`config.mk`:
```
export PLATFORM = sky130hd
export DESIGN_NAME = atm_cuenta_arbiter_flat
export DESIGN_NICKNAME = d
export VERILOG_FILES = /design/src/rtl/atm_pkg.sv /design/src/rtl/atm_cuenta_arbiter_if.sv /design/src/rtl/atm_rr_arbiter.sv /design/src/rtl/atm_cuenta_arbiter.sv /design/src/flat_wrapper.sv
export SDC_FILE = /design/constraint.sdc
export NUM_CORES = 2
export LEC_CHECK = 0
export ABC_AREA = 1
export BUFFER_PORTS_ARGS = -buffer_cell sky130_fd_sc_hd__buf_2
export CAP_MARGIN = 5
export CORE_ASPECT_RATIO = 0.7
export CORE_MARGIN = 2
export CORE_UTILIZATION = 46
export DETAILED_ROUTE_END_ITERATION = 8
export PLACE_DENSITY = 0.62
export SYNTH_ARGS = -nofsm -noshare
export SYNTH_HDL_FRONTEND = slang
export SYNTH_HIERARCHICAL = 1
export SYNTH_SLANG_ARGS = --single-unit
```
`constraint.sdc`:
```
create_clock -name CLK -period 37.8 [get_ports CLK]
set_input_delay 7.56 -clock CLK [delete_from_list [all_inputs] [get_ports CLK]]
set_output_delay 7.56 -clock CLK [all_outputs]
set_load 0.02 [all_outputs]
```
`src/rtl/atm_pkg.sv`:
```
// rtl/atm_pkg.sv - shared state encoding, operation codes and default widths for the ATM balance arbiter
package atm_pkg;

  typedef enum logic [1:0] {
    IDLE      = 2'd0,
    LEER      = 2'd1,
    VERIFICAR = 2'd2,
    RESPONDER = 2'd3
  } atm_state_t;

  localparam logic OP_RETIRO   = 1'b1;
  localparam logic OP_DEPOSITO = 1'b0;

  localparam int DEF_MONTO_W = 32;
  localparam int DEF_BAL_W   = 64;

endpackage

```
`src/rtl/atm_cuenta_arbiter_if.sv`:
```
// rtl/atm_cuenta_arbiter_if.sv - request/response bundle between ATM front-ends and the balance arbiter
interface atm_cuenta_arbiter_if #(
  parameter int N_REQ   = 4,
  parameter int AW      = 3,
  parameter int MONTO_W = 32,
  parameter int BAL_W   = 64
);
  logic [N_REQ-1:0]         REQ;
  logic [N_REQ-1:0]         REQ_TIPO;
  logic [N_REQ-1:0]         REQ_FORANEA;
  logic [N_REQ*AW-1:0]      REQ_CUENTA;
  logic [N_REQ*MONTO_W-1:0] REQ_MONTO;
  logic                     LOAD_STB;
  logic [AW-1:0]            LOAD_CUENTA;
  logic [BAL_W-1:0]         LOAD_VALOR;
  logic [N_REQ-1:0]         GNT;
  logic [N_REQ-1:0]         DONE;
  logic                     DONE_OK;
  logic [BAL_W-1:0]         BALANCE_OUT;
  logic                     LOAD_ACK;
  logic                     OCUPADO;

  // Front-end side: terminals and the balance loader.
  modport master (
    output REQ, REQ_TIPO, REQ_FORANEA, REQ_CUENTA, REQ_MONTO,
    output LOAD_STB, LOAD_CUENTA, LOAD_VALOR,
    input  GNT, DONE, DONE_OK, BALANCE_OUT, LOAD_ACK, OCUPADO
  );

  // Arbiter side.
  modport slave (
    input  REQ, REQ_TIPO, REQ_FORANEA, REQ_CUENTA, REQ_MONTO,
    input  LOAD_STB, LOAD_CUENTA, LOAD_VALOR,
    output GNT, DONE, DONE_OK, BALANCE_OUT, LOAD_ACK, OCUPADO
  );

endinterface

```
`src/rtl/atm_rr_arbiter.sv`:
```
// rtl/atm_rr_arbiter.sv - combinational round-robin pick: first set request at or after the pointer
module atm_rr_arbiter #(
  parameter int N_REQ = 4,
  parameter int PW    = $clog2(N_REQ)
) (
  input  logic [N_REQ-1:0] req,
  input  logic [PW-1:0]    ptr,
  output logic [N_REQ-1:0] sel,
  output logic             valid
);

  logic [PW-1:0] j;

  // Scan from the pointer, wrapping, and keep only the first hit.
  always_comb begin
    sel   = '0;
    valid = 1'b0;
    j     = '0;
    for (int k = 0; k < N_REQ; k++) begin
      j = PW'((int'(ptr) + k) % N_REQ);
      if (!valid && req[j]) begin
        sel[j] = 1'b1;
        valid  = 1'b1;
      end
    end
  end

endmodule

```
`src/rtl/atm_cuenta_arbiter.sv`:
```
// rtl/atm_cuenta_arbiter.sv - round-robin read-check-write owner of the account balances; ATM_ARB_COMISION_EN adds the foreign-card fee
module atm_cuenta_arbiter
  import atm_pkg::*;
#(
  parameter int N_REQ     = 4,
  parameter int N_CUENTAS = 8,
  parameter int AW        = 3,
  parameter int MONTO_W   = DEF_MONTO_W,
  parameter int BAL_W     = DEF_BAL_W,
  parameter int COMISION  = 2
) (
  input logic              CLK,
  input logic              RESET,
  atm_cuenta_arbiter_if.slave bus
);

  localparam int PW = $clog2(N_REQ);

  atm_state_t       estado;
  logic [PW-1:0]    ptr;
  logic [PW-1:0]    idx_q;
  logic [N_REQ-1:0] sel_q;
  logic             tipo_q;
  logic [AW-1:0]    cuenta_q;
  logic [MONTO_W-1:0] monto_q;
  logic [BAL_W-1:0] trabajo_q;
  logic [BAL_W-1:0] saldo [N_CUENTAS];

  logic [N_REQ-1:0]   sel_oh;
  logic               sel_valid;
  logic [PW-1:0]      sel_idx;
  logic               sel_tipo;
  logic               sel_foranea;
  logic [AW-1:0]      sel_cuenta;
  logic [MONTO_W-1:0] sel_monto;

  logic [BAL_W:0]   monto_ext;
  logic [BAL_W:0]   requerido;
  logic [BAL_W:0]   suma;
  logic             aplicado;
  logic [BAL_W-1:0] nuevo;

`ifdef ATM_ARB_COMISION_EN
  logic foranea_q;
`else
  wire unused_foranea = sel_foranea;
  localparam int unused_comision = COMISION;
`endif

  atm_rr_arbiter #(.N_REQ(N_REQ), .PW(PW)) u_rr (
    .req   (bus.REQ),
    .ptr   (ptr),
    .sel   (sel_oh),
    .valid (sel_valid)
  );

  // Extract the winning terminal's index and operands from the packed request buses.
  always_comb begin
    sel_idx     = '0;
    sel_tipo    = 1'b0;
    sel_foranea = 1'b0;
    sel_cuenta  = '0;
    sel_monto   = '0;
    for (int i = 0; i < N_REQ; i++) begin
      if (sel_oh[i]) begin
        sel_idx     = PW'(i);
        sel_tipo    = bus.REQ_TIPO[i];
        sel_foranea = bus.REQ_FORANEA[i];
        sel_cuenta  = bus.REQ_CUENTA[i*AW +: AW];
        sel_monto   = bus.REQ_MONTO[i*MONTO_W +: MONTO_W];
      end
    end
  end

  // Check and compute the new balance; one extra bit catches deposit overflow and oversized debits.
  always_comb begin
    monto_ext                = '0;
    monto_ext[MONTO_W-1:0]   = monto_q;
    requerido                = monto_ext;
`ifdef ATM_ARB_COMISION_EN
    if (foranea_q) requerido = monto_ext + (BAL_W+1)'(COMISION);
`endif
    suma     = {1'b0, trabajo_q} + monto_ext;
    aplicado = 1'b1;
    nuevo    = trabajo_q;
    case (tipo_q)
      OP_RETIRO: begin
        aplicado = ({1'b0, trabajo_q} >= requerido);
        if (aplicado) nuevo = trabajo_q - requerido[BAL_W-1:0];
      end
      OP_DEPOSITO: begin
        nuevo = suma[BAL_W] ? {BAL_W{1'b1}} : suma[BAL_W-1:0];
      end
    endcase
  end

  // Transaction sequencer, balance storage and all registered outputs.
  always_ff @(posedge CLK or posedge RESET) begin
    if (RESET) begin
      estado          <= IDLE;
      ptr             <= '0;
      idx_q           <= '0;
      sel_q           <= '0;
      tipo_q          <= 1'b0;
      cuenta_q        <= '0;
      monto_q         <= '0;
      trabajo_q       <= '0;
`ifdef ATM_ARB_COMISION_EN
      foranea_q       <= 1'b0;
`endif
      for (int c = 0; c < N_CUENTAS; c++) saldo[c] <= '0;
      bus.GNT         <= '0;
      bus.DONE        <= '0;
      bus.DONE_OK     <= 1'b0;
      bus.BALANCE_OUT <= '0;
      bus.LOAD_ACK    <= 1'b0;
      bus.OCUPADO     <= 1'b0;
    end else begin
      bus.GNT      <= '0;
      bus.DONE     <= '0;
      bus.LOAD_ACK <= 1'b0;
      case (estado)
        IDLE: begin
          if (bus.LOAD_STB) begin
            saldo[bus.LOAD_CUENTA] <= bus.LOAD_VALOR;
            bus.LOAD_ACK           <= 1'b1;
          end else if (sel_valid) begin
            bus.GNT     <= sel_oh;
            sel_q       <= sel_oh;
            idx_q       <= sel_idx;
            tipo_q      <= sel_tipo;
            cuenta_q    <= sel_cuenta;
            monto_q     <= sel_monto;
`ifdef ATM_ARB_COMISION_EN
            foranea_q   <= sel_foranea;
`endif
            bus.OCUPADO <= 1'b1;
            estado      <= LEER;
          end
        end
        LEER: begin
          trabajo_q <= saldo[cuenta_q];
          estado    <= VERIFICAR;
        end
        VERIFICAR: begin
          if (aplicado) saldo[cuenta_q] <= nuevo;
          bus.DONE        <= sel_q;
          bus.DONE_OK     <= aplicado;
          bus.BALANCE_OUT <= nuevo;
          estado          <= RESPONDER;
        end
        RESPONDER: begin
          ptr         <= (idx_q == PW'(N_REQ-1)) ? '0 : idx_q + PW'(1);
          bus.OCUPADO <= 1'b0;
          estado      <= IDLE;
        end
        default: estado <= IDLE;
      endcase
    end
  end

endmodule

```
`src/flat_wrapper.sv`:
```
// flat-port wrapper written by rule: the top's interface ports become plain ports
module atm_cuenta_arbiter_flat import atm_pkg::*;
#(
  parameter int N_REQ     = 4,
  parameter int N_CUENTAS = 8,
  parameter int AW        = 3,
  parameter int MONTO_W   = DEF_MONTO_W,
  parameter int BAL_W     = DEF_BAL_W,
  parameter int COMISION  = 2
)
  (CLK, RESET, bus_REQ, bus_REQ_TIPO, bus_REQ_FORANEA, bus_REQ_CUENTA, bus_REQ_MONTO, bus_LOAD_STB, bus_LOAD_CUENTA, bus_LOAD_VALOR, bus_GNT, bus_DONE, bus_DONE_OK, bus_BALANCE_OUT, bus_LOAD_ACK, bus_OCUPADO);
  atm_cuenta_arbiter_if #(.N_REQ(N_REQ), .AW(AW), .MONTO_W(MONTO_W), .BAL_W(BAL_W)) bus_i ();
  input logic CLK;
  input logic RESET;
  input wire logic [$bits(bus_i.REQ)-1:0] bus_REQ;
  input wire logic [$bits(bus_i.REQ_TIPO)-1:0] bus_REQ_TIPO;
  input wire logic [$bits(bus_i.REQ_FORANEA)-1:0] bus_REQ_FORANEA;
  input wire logic [$bits(bus_i.REQ_CUENTA)-1:0] bus_REQ_CUENTA;
  input wire logic [$bits(bus_i.REQ_MONTO)-1:0] bus_REQ_MONTO;
  input wire logic [$bits(bus_i.LOAD_STB)-1:0] bus_LOAD_STB;
  input wire logic [$bits(bus_i.LOAD_CUENTA)-1:0] bus_LOAD_CUENTA;
  input wire logic [$bits(bus_i.LOAD_VALOR)-1:0] bus_LOAD_VALOR;
  output wire logic [$bits(bus_i.GNT)-1:0] bus_GNT;
  output wire logic [$bits(bus_i.DONE)-1:0] bus_DONE;
  output wire logic [$bits(bus_i.DONE_OK)-1:0] bus_DONE_OK;
  output wire logic [$bits(bus_i.BALANCE_OUT)-1:0] bus_BALANCE_OUT;
  output wire logic [$bits(bus_i.LOAD_ACK)-1:0] bus_LOAD_ACK;
  output wire logic [$bits(bus_i.OCUPADO)-1:0] bus_OCUPADO;
  assign bus_i.REQ = bus_REQ;
  assign bus_i.REQ_TIPO = bus_REQ_TIPO;
  assign bus_i.REQ_FORANEA = bus_REQ_FORANEA;
  assign bus_i.REQ_CUENTA = bus_REQ_CUENTA;
  assign bus_i.REQ_MONTO = bus_REQ_MONTO;
  assign bus_i.LOAD_STB = bus_LOAD_STB;
  assign bus_i.LOAD_CUENTA = bus_LOAD_CUENTA;
  assign bus_i.LOAD_VALOR = bus_LOAD_VALOR;
  assign bus_GNT = bus_i.GNT;
  assign bus_DONE = bus_i.DONE;
  assign bus_DONE_OK = bus_i.DONE_OK;
  assign bus_BALANCE_OUT = bus_i.BALANCE_OUT;
  assign bus_LOAD_ACK = bus_i.LOAD_ACK;
  assign bus_OCUPADO = bus_i.OCUPADO;
  atm_cuenta_arbiter #(.N_REQ(N_REQ), .N_CUENTAS(N_CUENTAS), .AW(AW), .MONTO_W(MONTO_W), .BAL_W(BAL_W), .COMISION(COMISION)) u_core (.CLK(CLK), .RESET(RESET), .bus(bus_i));
endmodule
```
==> run metrics <==
Placeable Area 0.1067 mm2; count of H-tree levels built during CTS 3; post-CTS setup buffer count 0; sequential element share of the synthesized area 0.3508; Cell variety after synth 47; count of warnings emitted by yosys 6; endpoint of the worst register-to-register path u_core/saldo[162]; main combinational cell family by area after synthesis simple AND/OR/NAND/NOR gates; initial core utilization 0.4659; height of the chip 279.1 um; Setup WS post-layout 26.72 ns; DR WL/cell ~24 um; post-cts gate resize count 0; latest clock arrival within the worst-skew pair 0.70 ns; clock slew at the register clock pins of the worst setup and hold paths 0.06 ns; sum of routed wire length over all layers 217200 um; Remaining Overflow, GRT 0; number of nets with antenna violations after detailed routing 0; worst-path maximum fanout 116; Final Skew 0.02831 ns; total global routing track utilization 0.3867; combined area of all synthesized cells 0.04972 mm2; power density cells approximately 100 mW/mm2; Top Ports 297; most frequent cell after synthesis nand2_1; minimum clock period after layout about 11 ns; syn nets roughly 7700; Crit Path Class input port to asynchronous set/reset pin; FF+latch count, synth 697; pins over their slew limit 0; fmax 0.09026 GHz; worst setup path startpoint RESET; number of port buffers approximately 300; number of nets in the finished design 7752; clock sinks 697; 1st-pass router iterations 6; Post-Syn Area per Cell approximately 6.7 um2; Final Hold Viols 0; DRC violation count after routing 0; element type at the critical path start input port; area share of the largest cell type after synthesis 0.3508; ratio of cells with drive above 1 in the final layout 0.07606; drt via density between 5 and 6; worst path arrival time 11.78 ns; Hold/Removal Path Class flop to flop; unrepaired setup endpoints after global routing false; capture point of the critical path u_core/saldo[85]; Req. time, crit path 38.51 ns; vias in the first global route 48764; number of hold-repair buffers added at the cts stage 0; clock tree from TritonCTS built; number of vias after detailed routing 52607; transition time at the pin with the least slew margin 1.327 ns; Register-to-Register Setup Slack 32.08 ns; count of mapped cells out of synthesis 7432; HPWL reported at the end of detailed placement roughly 150000 um; initial antenna violation count 5; depth of the worst register-to-register path 16; CTS Buf Count 77; global-route wire length before repair 322300 um; Final setup viols 0; maximum clock path buffer count 3; first-iteration detailed-routing DRC count between 7000 and 8000; Leakage Power around 29 nW; adder-cell share of the synthesized area 0.01968; CTS root buf clkbuf_16; DIE WIDTH 397.0 um; pre-CTS setup slack 25.82 ns; Area Growth Syn to Fin 7.892%; Final Wtd Congestion 1.117; Yosys top cell by area dfrtp_1; endpoint type of the worst setup path asynchronous set/reset pin; dominant register cell in the synthesized netlist dfrtp_1; source of the worst register-to-register timing path u_core/monto_q[17]; largest net degree at the start of global routing 160; proportion of synthesized flip-flops having asynchronous set or reset 1.000; simple-gate share of the synthesized area 0.3265; multiplexer share of the synthesized area 0; Relative slew margins 0.1133; run status complete, no violations; standard-cell rows 100; Die Outline Area 0.1108 mm2; setup_tns 0 ns; synthesized-area fraction occupied by xor and xnor cells 0.008808; ranking of synthesized cells by area dfrtp_1 35%, nand2_1 12%, nor2_1 9.8%; Synth Area in Compound Gates 0.1612; number of maximum-capacitance violations 0; Post-synth EDFFs 0; Worst VDD drop 0.05007 mV; commonest cells in the netlist 1587 x nand2_1, 1302 x nor2_1, 1077 x inv_1; final worst path period share 0.2931
## how the worst min path moves through the flow
stage                                      end  slack, ns  depth (start not counted)                  startpoint
floorplan                   u_core/bus.DONE[0]       0.44                          2             u_core/sel_q[0]
detailed placement          u_core/bus.DONE[1]       0.46                          2             u_core/sel_q[1]
global route        u_core/bus.BALANCE_OUT[60]       0.50                          2  u_core/bus.BALANCE_OUT[60]
global placement            u_core/bus.DONE[1]       0.45                          2             u_core/sel_q[1]
finish                      u_core/bus.DONE[1]       0.47                          2             u_core/sel_q[1]
CTS                         u_core/bus.DONE[1]       0.46                          2             u_core/sel_q[1]
## layout by cell type, fill, tap and decap left out, types with 5 or more instances in the layout
| cell type | Yosys | layout |
|---|---|---|
| nor2_2 | 12 | 14 |
| o21ai_0 | 195 | 195 |
| ha_1 | 75 | 73 |
| inv_2 | 15 | 18 |
| nor3_1 | 48 | 44 |
| nand3_4 | 12 | 19 |
| a21oi_1 | 284 | 284 |
| nand4_1 | 43 | 43 |
| nor2_4 | 6 | 12 |
| xor2_1 | 50 | 50 |
| inv_6 | 0 | 5 |
| a22oi_1 | 41 | 41 |
| nand2_1 | 1587 | 1585 |
| inv_1 | 1077 | 1072 |
| clkinv_2 | 0 | 15 |
| o21bai_1 | 18 | 18 |
| clkbuf_16 | 0 | 78 |
| clkbuf_1 | 234 | 18 |
| dfrtp_1 | 697 | 695 |
| buf_4 | 15 | 67 |
| nand3_1 | 865 | 858 |
| a21boi_1 | 440 | 440 |
| a221o_1 | 36 | 36 |
| buf_2 | 51 | 292 |
| nor2_1 | 1302 | 1294 |
| clkbuf_8 | 0 | 13 |
| a221oi_1 | 123 | 123 |
| a41oi_1 | 5 | 5 |
| nand2_2 | 12 | 13 |
| o22ai_1 | 6 | 6 |
| o221ai_1 | 30 | 30 |
## power by group
group	internal [W]	switching (W)
Sequential	0.00112	0.000290
Combinational	0.000895	0.00231
Clock	0.000427	0.000338
## cell families after synthesis
| kind of cell | Yosys count |
|---|---|
| simple gates | 3904 |
| buf+inv | 1514 |
| fa+ha+maj | 77 |
| compound gates | 1190 |
| xor+xnor | 50 |
| flops | 697 |
## per-stage QoR
stage | instance area, um2 | hold WS (ns) | instances | total power [W] | util
floorplan | 49720 | 0.4365 | 7432 | 0.003410 | -
global placement | 51200 | 0.4546 | 8802 | 0.004442 | 0.4797
detailed placement | 51200 | 0.4598 | 8802 | 0.004478 | 0.4797
CTS | 53640 | 0.4578 | 8935 | 0.005264 | 0.5026
global route | 53640 | 0.4976 | 8935 | 0.005704 | 0.5026
finish | 53640 | 0.4659 | 8938 | 0.005380 | 0.5026
## critical path, cell delays in order
cell and delay [ns]:
buf_2 0.13, inv_8 0.51, buf_4 0.84, buf_4 0.84, buf_4 0.84, buf_4 0.82
## sequential cells by signal, summed over array words and instances, names as in the netlist, 2 cells and up
| name | cells |
|---|---|
| u_core/cuenta_q | 3 |
| u_core/sel_q | 4 |
| u_core/saldo | 512 |
| u_core/bus.BALANCE_OUT | 64 |
| u_core/monto_q | 32 |
| u_core/bus.DONE | 4 |
| u_core/ptr | 2 |
| u_core/bus.GNT | 4 |
| u_core/trabajo_q | 64 |
| u_core/idx_q | 2 |
| u_core/estado | 2 |
## routing by layer
metal	track usage	up-vias	routed length [um]
met3	0.08876	448	27190
met2	0.5298	3262	85680
met1	0.5865	25172	95990
li1	-	23725	-
met5	0	-	0
met4	0.1358	0	8312
## layout make-up
type	instances	area, um2
Sequential cell	697	17450
Clock inverter	24	239.0
Inverter	1096	4130
Tap cell	1428	1787
Antenna cell	3	7.507
Clock buffer	109	2198
Fill cell	10802	53080
Timing Repair Buffer	360	1984
Multi-Input combinational cell	5221	25850
No activity file was read; power rests on OpenSTA's default activity.
